[config.mk]
export PLATFORM = sky130hd
export DESIGN_NAME = switch_input_port
export DESIGN_NICKNAME = d
export VERILOG_FILES = /design/src/rtl/io_pkg.sv /design/src/rtl/button_debouncer.sv /design/src/rtl/switch_input_port.sv
export SDC_FILE = /design/constraint.sdc
export NUM_CORES = 1
export LEC_CHECK = 0
export CORE_MARGIN = 5
export CORE_UTILIZATION = 45
export DETAILED_ROUTE_END_ITERATION = 6
export GPL_TIMING_DRIVEN = 0
export PLACE_DENSITY = 0.71
export SYNTH_ARGS = -nofsm -noshare
export SYNTH_HDL_FRONTEND = slang
export SYNTH_SLANG_ARGS = --single-unit
[constraint.sdc]
create_clock -name clock -period 3.35 [get_ports clock]
set_clock_uncertainty 0.05 [all_clocks]
set_input_delay 0.5025 -clock clock [delete_from_list [all_inputs] [get_ports clock]]
set_output_delay 0.5025 -clock clock [all_outputs]
set_load 0.02 [all_outputs]
[src/rtl/io_pkg.sv]
// Shared definitions for the board I/O ports: request FSM encoding and default sizing.
package io_pkg;

    typedef enum logic [1:0] {
        IDLE    = 2'd0,
        ARMED   = 2'd1,
        CAPTURE = 2'd2,
        DONE    = 2'd3
    } state_t;

    localparam int SW_WIDTH_DEF       = 15;
    localparam int DATA_WIDTH_DEF     = 32;
    // 10 ms of stable level at a 50 MHz system clock.
    localparam int DEBOUNCE_CYCLES_50 = 500000;

endpackage

[src/rtl/button_debouncer.sv]
// Active-low push-button conditioner: 2-flop synchroniser, stable-level counter and
// a single-cycle pulse on each accepted press (debounced 1->0 edge).
module button_debouncer #(
    parameter int DEBOUNCE_CYCLES = io_pkg::DEBOUNCE_CYCLES_50
) (
    input  logic clock,
    input  logic reset,
    input  logic key_n,
    output logic press
);

    localparam int CNT_W = (DEBOUNCE_CYCLES < 2) ? 1 : $clog2(DEBOUNCE_CYCLES + 1);

    logic [1:0]       sync_q;
    logic             last_q;
    logic             level_q;
    logic             press_q;
    logic [CNT_W-1:0] cnt_q;

    // NOTE: sequential state uses non-blocking assignments so every flop samples pre-edge values.
    always_ff @(posedge clock) begin
        if (reset) begin
            sync_q  <= 2'b11;
            last_q  <= 1'b1;
            level_q <= 1'b1;
            cnt_q   <= '0;
            press_q <= 1'b0;
        end else begin
            sync_q  <= {sync_q[0], key_n};
            last_q  <= sync_q[1];
            press_q <= 1'b0;
            // Any bounce, or agreement with the accepted level, restarts the stability window.
            if ((sync_q[1] != last_q) || (sync_q[1] == level_q)) begin
                cnt_q <= '0;
            end else if (cnt_q == CNT_W'(DEBOUNCE_CYCLES - 1)) begin
                level_q <= sync_q[1];
                cnt_q   <= '0;
                press_q <= ~sync_q[1];
            end else begin
                cnt_q <= cnt_q + CNT_W'(1);
            end
        end
    end

    assign press = press_q;

endmodule

[src/rtl/switch_input_port.sv]
// Serves the processor IN instruction: waits for a debounced enter press, samples the
// synchronised switches and returns an extended word with a one-cycle valid strobe.
module switch_input_port
    import io_pkg::*;
#(
    parameter int SW_WIDTH        = SW_WIDTH_DEF,
    parameter int DATA_WIDTH      = DATA_WIDTH_DEF,
    parameter int DEBOUNCE_CYCLES = DEBOUNCE_CYCLES_50,
    parameter int SIGN_EXTEND     = 1
) (
    input  logic                  clock,
    input  logic                  reset,
    input  logic                  enter,
    input  logic [SW_WIDTH-1:0]   switches,
    input  logic                  in_req,
    output logic                  in_valid,
    output logic [DATA_WIDTH-1:0] dataIN,
    output logic                  waiting
);

    localparam int EXT_W = DATA_WIDTH - SW_WIDTH;

    state_t              state_q;
    logic [SW_WIDTH-1:0] sw_meta_q;
    logic [SW_WIDTH-1:0] sw_sync_q;
    logic [SW_WIDTH-1:0] cap_q;
    logic                in_valid_q;
    logic                waiting_q;
    logic                press;
    logic                ext_bit;

    button_debouncer #(
        .DEBOUNCE_CYCLES(DEBOUNCE_CYCLES)
    ) u_enter_deb (
        .clock(clock),
        .reset(reset),
        .key_n(enter),
        .press(press)
    );

    always_ff @(posedge clock) begin
        if (reset) begin
            state_q    <= IDLE;
            sw_meta_q  <= '0;
            sw_sync_q  <= '0;
            cap_q      <= '0;
            in_valid_q <= 1'b0;
            waiting_q  <= 1'b0;
        end else begin
            sw_meta_q  <= switches;
            sw_sync_q  <= sw_meta_q;
            in_valid_q <= 1'b0;
            case (state_q)
                IDLE: begin
                    // A press seen here is dropped; only a press while armed captures.
                    if (in_req) begin
                        state_q   <= ARMED;
                        waiting_q <= 1'b1;
                    end
                end
                ARMED: begin
                    if (!in_req) begin
                        state_q   <= IDLE;
                        waiting_q <= 1'b0;
                    end else if (press) begin
                        state_q    <= CAPTURE;
                        cap_q      <= sw_sync_q;
                        in_valid_q <= 1'b1;
                    end
                end
                CAPTURE: begin
                    state_q   <= DONE;
                    waiting_q <= 1'b0;
                end
                DONE: begin
                    if (!in_req) state_q <= IDLE;
                end
                default: state_q <= IDLE;
            endcase
        end
    end

    assign ext_bit  = (SIGN_EXTEND != 0) && cap_q[SW_WIDTH-1];
    assign dataIN   = {{EXT_W{ext_bit}}, cap_q};
    assign in_valid = in_valid_q;
    assign waiting  = waiting_q;

endmodule
* Word-level counts from Yosys, hierarchy flattened
Cells that the tools add are included.
** Word-level totals
- Bits in registers :: 73
- Logic and storage cells :: 46
- Output and inout bits :: 34
** Operators by class
- Equality and inequality tests :: 10
- Bitwise logic cells :: 5
- Reductions and logical operators :: 10
- $add $sub $neg :: 1
- Multiplexer cells :: 9
** Operators by type and width (count)
- 19-bit by 1-bit adder with 19-bit output, second input constant :: 1
- 19-bit == test, second input constant :: 1
- 3-bit AND reduction :: 3
- 3-bit OR reduction :: 3
- 2-bit 2-to-1 mux :: 4
- 2-bit one-hot mux with 4 select lines :: 1
- 2-bit inequality test, second input constant :: 3
- 1-bit NOT :: 5
- 2-bit == test, second input constant :: 2
- 1-bit 2-to-1 mux :: 3
- 3-bit by 2-bit inequality test with 1-bit output, second input constant :: 1
- 1-bit one-hot mux with 3 select lines :: 1
- 3-bit nonzero test :: 1
- 2-bit by 1-bit == test with 1-bit output, second input constant :: 1
- 2-bit logical NOT :: 1
- 2-bit AND reduction :: 1
- 1-bit == test :: 1
- 1-bit logical OR :: 1
- 1-bit inequality test :: 1

* Depth between registers and ports, before layout
Gate-level depths: netlist of the first run.
- Word-level depth :: 4
- Depth in mapped cells :: 7
- Gate-level depth less buffers :: 6

* By module
From an unflattened synthesis of the first run, not the netlist that was laid out.
** Second synthesis, totals
- Cell total of the unflattened synthesis :: 294
- Area total of the unflattened synthesis :: 2885.3 µm²
** Modules (own cells, without submodules)
- switch_input_port :: seq. area each 980.9 µm², instances 1, cells each 178, area an instance 1800.5 µm²
- button_debouncer :: seq. area each 480.5 µm², instances 1, cells each 116, area an instance 1084.8 µm²

* Worst setup path before layout of the first run
No wires, ideal clock.
- Path kind :: register to register
- Start :: register u_enter_deb.cnt_q[0]
- End :: register u_enter_deb.cnt_q[10]
- Cell stages (with the launch flop) :: 7
- Arrival :: 1.582 ns
- Path buffers :: 1
- Setup slack :: 1.601 ns
- Period minus slack after synthesis :: 1.749 ns
- Cells stage by stage :: dfxtp_1 ha_1 nand3_2 or3_1 o21ai_2 buf_2 nor2_1
** Between the ends
- Longest elaborated chain between the ends :: 2
** Ends and longest elaborated chain
- start, declared :: line button_debouncer.sv:18 : logic [CNT_W-1:0] cnt_q;
- start signal, assigned :: line button_debouncer.sv:40 : cnt_q <= cnt_q + CNT_W'(1);
- parallel branches: the longest is 2 deep, another holds 19-bit by 1-bit adder with 19-bit output
Several ways; the timed one is not identified.
A chain may end at the register's enable or synchronous reset.

* Worst setup path after layout of the first run
- Start :: register cap_q[14]
- End :: output dataIN[20]
** RTL lines
- start, declared :: line switch_input_port.sv:26 : logic [SW_WIDTH-1:0] cap_q;
- start signal, assigned :: line switch_input_port.sv:67 : cap_q <= sw_sync_q;
- end, declared :: line switch_input_port.sv:17 : output logic [DATA_WIDTH-1:0] dataIN,
No word-level cell between the ends.

==> results_dict.tcl, run 1 <==
set metrics [dict create \
    crit_chain "buf_4 > clkdlybuf4s50_1" \
    port_buffers 52 \
    power.share.clock 0.434 \
    clkTransAtPathRegs_ns 0.07 \
    ir_drop_mv 0.359 \
    achievable-frequency_mhz 427 \
    power_switching_mw 0.363 \
    hold_buffers 0 \
    drc 0 \
    overflow 0 \
    grt_pass1_vias 2015 \
    internal-power_mw 1.40 \
    combPwrFrac 0.053 \
    p_leak_nw 1.27 \
    cts_tree "yes" \
    grt_pass1_wl_um 8400 \
    die_w_um 88.4 \
    grtUsageTotal 0.140 \
    min_period_ns 2.34 \
    synthFlopType "dfxtp_1" \
    final_layout_size_suffix_gt1_frac 0.116 \
    core_area_um2 5960 \
    min_period_over_period 0.698 \
    cts_sinks 73 \
    netlist_instances 294 \
    ys_types 41 \
    swShare 0.206 \
    yosysSeqAreaShare 0.528 \
    antenna_found_initial 0 \
    ios 53 \
    ys_ff_latch 73 \
    synth_warnings 0 \
    diodes 0 \
    final.fill_count 516 \
    drt_iter0_markers 69 \
    postCtsSetupBuffers 0 \
    die_h_um 88.4 \
    cp.required_ns 2.80 \
    regArea_um2 1460 \
    rsz0062_at_grt "false" \
    end_kind "primary output" \
    finalHoldViolations 0 \
    ys_top_cells_by_count "dfxtp_1, nand2_1, nor2b_1, a21oi_1, nor2_1" \
    num_rows 28 \
    worst_pin_slew_ns 0.518 \
    htreeDepth 3 \
    synth_area_um2 2770 \
    setup_viol 0 \
    cts_resized 0 \
    grt_max_degree 20 \
    critical_path_buf_inv_count 2 \
    status "completed" \
    syn_area_per_cell_um2 9.41 \
    slowest_stage "dfxtp_1" \
    fin_nets 383 \
    ant_nets 0 \
    setup_tns_ns 0 \
    multi_input_area_um2 1100 \
    dpl.hpwl_um 3790 \
    first_pass_iters 4 \
    syn_nets 320 \
    yosys-top-cells-area "dfxtp_1, nor2b_1, nand2_1" \
    start_util 0.464 \
    hp-class "reg -> reg" \
    vias 2082 \
    cp_top_family "buffers and inverters" \
    clock_path_buffers 2 \
    arrival_ns 1.79 \
    slew_violations 0 \
    cp_max_fo 19 \
    final_util 0.606 \
    p_per_area_nw_per_um2 488 \
    seqPwrFrac 0.513 \
    relSlewSlack 0.654 \
    via_per_inst 4.78 \
    yosysTopAreaCell "dfxtp_1" \
    synth_top_cell_area_share 0.528 \
    cts_root_buf "clkbuf_8" \
    cap_violations 0 \
    synth_edf_count 0 \
    ys_async_sr_fraction 0 \
    max_stage_delay_ns 0.65 \
    worstSetupStartpointType "flop" \
    avgRoutedWirePerCell_um 11.7 \
    numCtsBuffers 9 \
    crit_type "reg -> out" \
    syn2layout_area_growth_pct 30.4 \
    clk_latency_ns 0.34 \
    synth.most_common_cell "dfxtp_1" \
    place.gp.congestion 0.771 \
    fp.dieArea_um2 7820 \
    wl_um 5100 \
]
kinds of logic (layout without fill, tap and decap cells):
logic type	after synthesis	after routing	synth area share
compound gates	36	36	0.0764
xor+xnor	12	12	0.0380
fa+ha+maj	7	7	0.0317
buf+inv	37	104	0.0742
flops	73	73	0.528
mux	1	1	0.00362
simple gates	128	128	0.248
metrics by stage:
stage | area, um^2 | power (mW) | cells | setup slack (ns) | hold WS, ns
final | 3610 | 1.76 | 436 | 1.01 | 0.383
after global routing | 3610 | 1.84 | 436 | 0.854 | 0.397
after CTS | 3610 | 1.79 | 436 | 0.962 | 0.385
after detailed placement | 3380 | 1.02 | 421 | 1.15 | 0.368
after global placement | 3380 | 1.02 | 421 | 1.16 | 0.345
after floorplan | 2770 | 0.977 | 294 | 1.60 | 0.339
flip-flops by register name, summed over array words and instances, names as in the netlist, 2 cells and up, named ones only:
register            cells
cap_q                  15
sw_meta_q              15
sw_sync_q              15
u_enter_deb.cnt_q      19
u_enter_deb.sync_q      2
final cells by class:
type                    instances  share of cell area
plain buffers                  28              0.0475
clock buffers                  11              0.0420
clock inverters                 4              0.0212
inverters                       9             0.00936
multi-input cells             184               0.305
flip-flops and latches         73               0.405
well taps                      75              0.0260
repair buffers                 52               0.144
power groups by stage:
stage | Combinational, mW | Sequential, mW | Clock [mW]
2_1_floorplan | 0.0522 | 0.925 | 0
3_3_place_gp | 0.0923 | 0.924 | 0
3_5_place_dp | 0.0942 | 0.925 | 0
4_1_cts | 0.0945 | 0.905 | 0.787
5_1_grt | 0.105 | 0.908 | 0.828
6_report | 0.0934 | 0.905 | 0.764
worst reg2reg max path: stages (launching register included):
cell	delay, ns
dfxtp_1	0.39
ha_1	0.24
nand3_2	0.18
or3_1	0.45
o21ai_2	0.34
buf_2	0.29
nor2_1	0.08
metal layers:
layer / global-route usage / wire length, um
met1: 0.147 / 2200
met2: 0.243 / 2440
met3: 0.0596 / 382
met4: 0.0618 / 73
met5: 0 / 0
cells in the final DEF (no fill, tap or decap), types with 2 or more instances in the layout:
| cell type | netlist | routed |
|---|---|---|
| a21oi_1 | 23 | 23 |
| o31ai_1 | 3 | 3 |
| inv_1 | 9 | 9 |
| buf_2 | 2 | 2 |
| nor3_1 | 4 | 4 |
| o21ai_0 | 2 | 2 |
| nor4_1 | 5 | 5 |
| a211oi_1 | 2 | 2 |
| clkdlybuf4s50_1 | 0 | 52 |
| xor2_1 | 2 | 2 |
| bufinv_16 | 0 | 2 |
| or3_1 | 3 | 3 |
| nand3_2 | 2 | 2 |
| a311oi_1 | 2 | 2 |
| buf_4 | 17 | 17 |
| clkbuf_1 | 8 | 8 |
| nor2_1 | 18 | 18 |
| nand4_1 | 3 | 3 |
| clkbuf_8 | 0 | 11 |
| or4_1 | 3 | 3 |
| nand3_1 | 6 | 6 |
| xnor2_1 | 10 | 10 |
| nand2_1 | 36 | 36 |
| ha_1 | 7 | 7 |
| dfxtp_1 | 73 | 73 |
| and3_1 | 3 | 3 |
| nor2b_1 | 30 | 30 |
| or2_2 | 3 | 3 |
| nor4b_1 | 3 | 3 |
final timing paths:
path | start | endpoint | slack [ns] | depth (start not counted)
max | cap_q[14]$_SDFFE_PP0P_ | dataIN[20] | 1.01 | 2
min | sw_meta_q[8]$_SDFF_PP0_ | sw_sync_q[8]$_SDFF_PP0_ | 0.38 | 1
max reg2reg | u_enter_deb.cnt_q[0]$_SDFF_PP0_ | u_enter_deb.cnt_q[5]$_SDFF_PP0_ | 1.23 | 6
min reg2reg | sw_meta_q[8]$_SDFF_PP0_ | sw_sync_q[8]$_SDFF_PP0_ | 0.38 | 1
Note: power is estimated with default switching activity, not from simulation.
==> run 2: changes to the inputs <==
- PLACE_DENSITY: 0.71 -> 0.73
- clock period: 3.35 -> 2 ns (I/O delays scaled with it)
==> results_dict.tcl, run 2 (synthesis gave the netlist of run 1 again) <==
set metrics [dict create \
    avgRoutedWirePerCell_um 11.6 \
    cts_root_buf "clkbuf_8" \
    port_buffers 52 \
    crit_type "reg -> reg" \
    hp-class "reg -> reg" \
    fin_nets 384 \
    r2r_slack_ns 0.12 \
    cts_sinks 73 \
    p_leak_nw 1.26 \
    slew_violations 0 \
    grtUsageTotal 0.139 \
    max_stage_delay_ns 0.51 \
    cts_tree "yes" \
    final_util 0.601 \
    grt_pass1_vias 1777 \
    arrival_ns 2.10 \
    clkTransAtPathRegs_ns 0.06 \
    syn2layout_area_growth_pct 29.4 \
    numCtsBuffers 9 \
    vias 2052 \
    htreeDepth 3 \
    first_pass_iters 4 \
    grt_max_degree 20 \
    worst_pin_slew_ns 0.466 \
    setup_viol 0 \
    via_per_inst 4.70 \
    min_period_over_period 0.941 \
    antenna_found_initial 0 \
    core_area_um2 5960 \
    cp_top_family "simple AND/OR/NAND/NOR gates" \
    die_h_um 88.4 \
    critical_path_buf_inv_count 0 \
    setup_tns_ns 0 \
    slowest_stage "or4b_1" \
    ant_nets 0 \
    drt_iter0_markers 77 \
    num_rows 28 \
    fp.dieArea_um2 7820 \
    dpl.hpwl_um 3820 \
    final_layout_size_suffix_gt1_frac 0.116 \
    p_per_area_nw_per_um2 760 \
    place.gp.congestion 0.829 \
    p_total_mw 2.72 \
    final.fill_count 523 \
    cp_max_fo 8 \
    min_period_ns 1.88 \
    relSlewSlack 0.689 \
    achievable-frequency_mhz 531 \
    cp.required_ns 2.21 \
    start_util 0.464 \
    cap_violations 0 \
    ios 53 \
    largest_register "u_enter_deb.cnt_q" \
    largest_register_ffs 19 \
    drc 0 \
    clock_path_buffers 2 \
    grt_pass1_wl_um 8190 \
    wl_um 5050 \
    end_kind "flop" \
    status "completed" \
    clk_latency_ns 0.33 \
    diodes 0 \
    die_w_um 88.4 \
    rsz0062_at_grt "false" \
    final_common_cell "dfxtp_1" \
    crit_chain "ha_1 > nand3_2 > or2_1 > or4b_1 > a21oi_1" \
    final_cell_mix "dfxtp_1, clkdlybuf4s50_1, nand2_1" \
    ir_drop_mv 0.466 \
    worstSetupStartpointType "flop" \
    finalHoldViolations 0 \
    overflow 0 \
]
[run 2: routing by layer]
metal	vias to the layer above	global-route usage	part of all wire	wire, um
met5	-	0	0	0
met4	0	0.0701	0.021	108
met3	9	0.0466	0.066	331
met2	44	0.225	0.47	2370
met1	907	0.164	0.44	2240
li1	1092	-	-	-
[run 2: area by class of cell]
cell class	instances	area, um^2	share of cell area
Sequential cell	73	1470	0.409
Multi-Input combinational cell	184	1110	0.309
Timing Repair Buffer	53	528	0.147
Buffer	28	175	0.0489
Clock buffer	12	135	0.0377
Tap cell	75	93.8	0.0262
Clock inverter	3	42.5	0.0119
Inverter	9	33.8	0.00943
[run 2: path summary, 6_finish.rpt]
path,start,endpoint,cells after the start
setup / recovery,u_enter_deb.cnt_q[0]$_SDFF_PP0_,u_enter_deb.cnt_q[14]$_SDFF_PP0_,5
hold / removal,u_enter_deb.sync_q[0]$_SDFF_PP1_,u_enter_deb.sync_q[1]$_SDFF_PP1_,1
setup reg to reg,u_enter_deb.cnt_q[0]$_SDFF_PP0_,u_enter_deb.cnt_q[14]$_SDFF_PP0_,5
hold reg to reg,u_enter_deb.sync_q[0]$_SDFF_PP1_,u_enter_deb.sync_q[1]$_SDFF_PP1_,1
[run 2: power by group]
group	switching [mW]	leakage, nW	total (mW)	internal, mW
sequential	0.0198	0.597	1.52	1.50
clock	0.479	0.0864	1.05	0.569
combinational	0.0741	0.575	0.160	0.0856
total	0.573	1.26	2.72	2.15
[run 2: timing repair]
action / in CTS / in global routing
setup buffers: 0 / 1
endpoints found under the setup margin: 28 / 37
pin swaps: 0 / 1
hold buffers: 0 / 0
gates resized for setup: 3 / 3
[run 2: through the flow]
stage                     setup slack (ns)  area (um^2)  instances  hold slack (ns)
after floorplan                      0.251         2770        294            0.339
after global placement             -0.0494         3380        421            0.344
after detailed placement           -0.0652         3380        421            0.360
after CTS                           0.0341         3570        436            0.378
after global routing                0.0115         3580        437            0.382
final                                0.118         3580        437            0.372
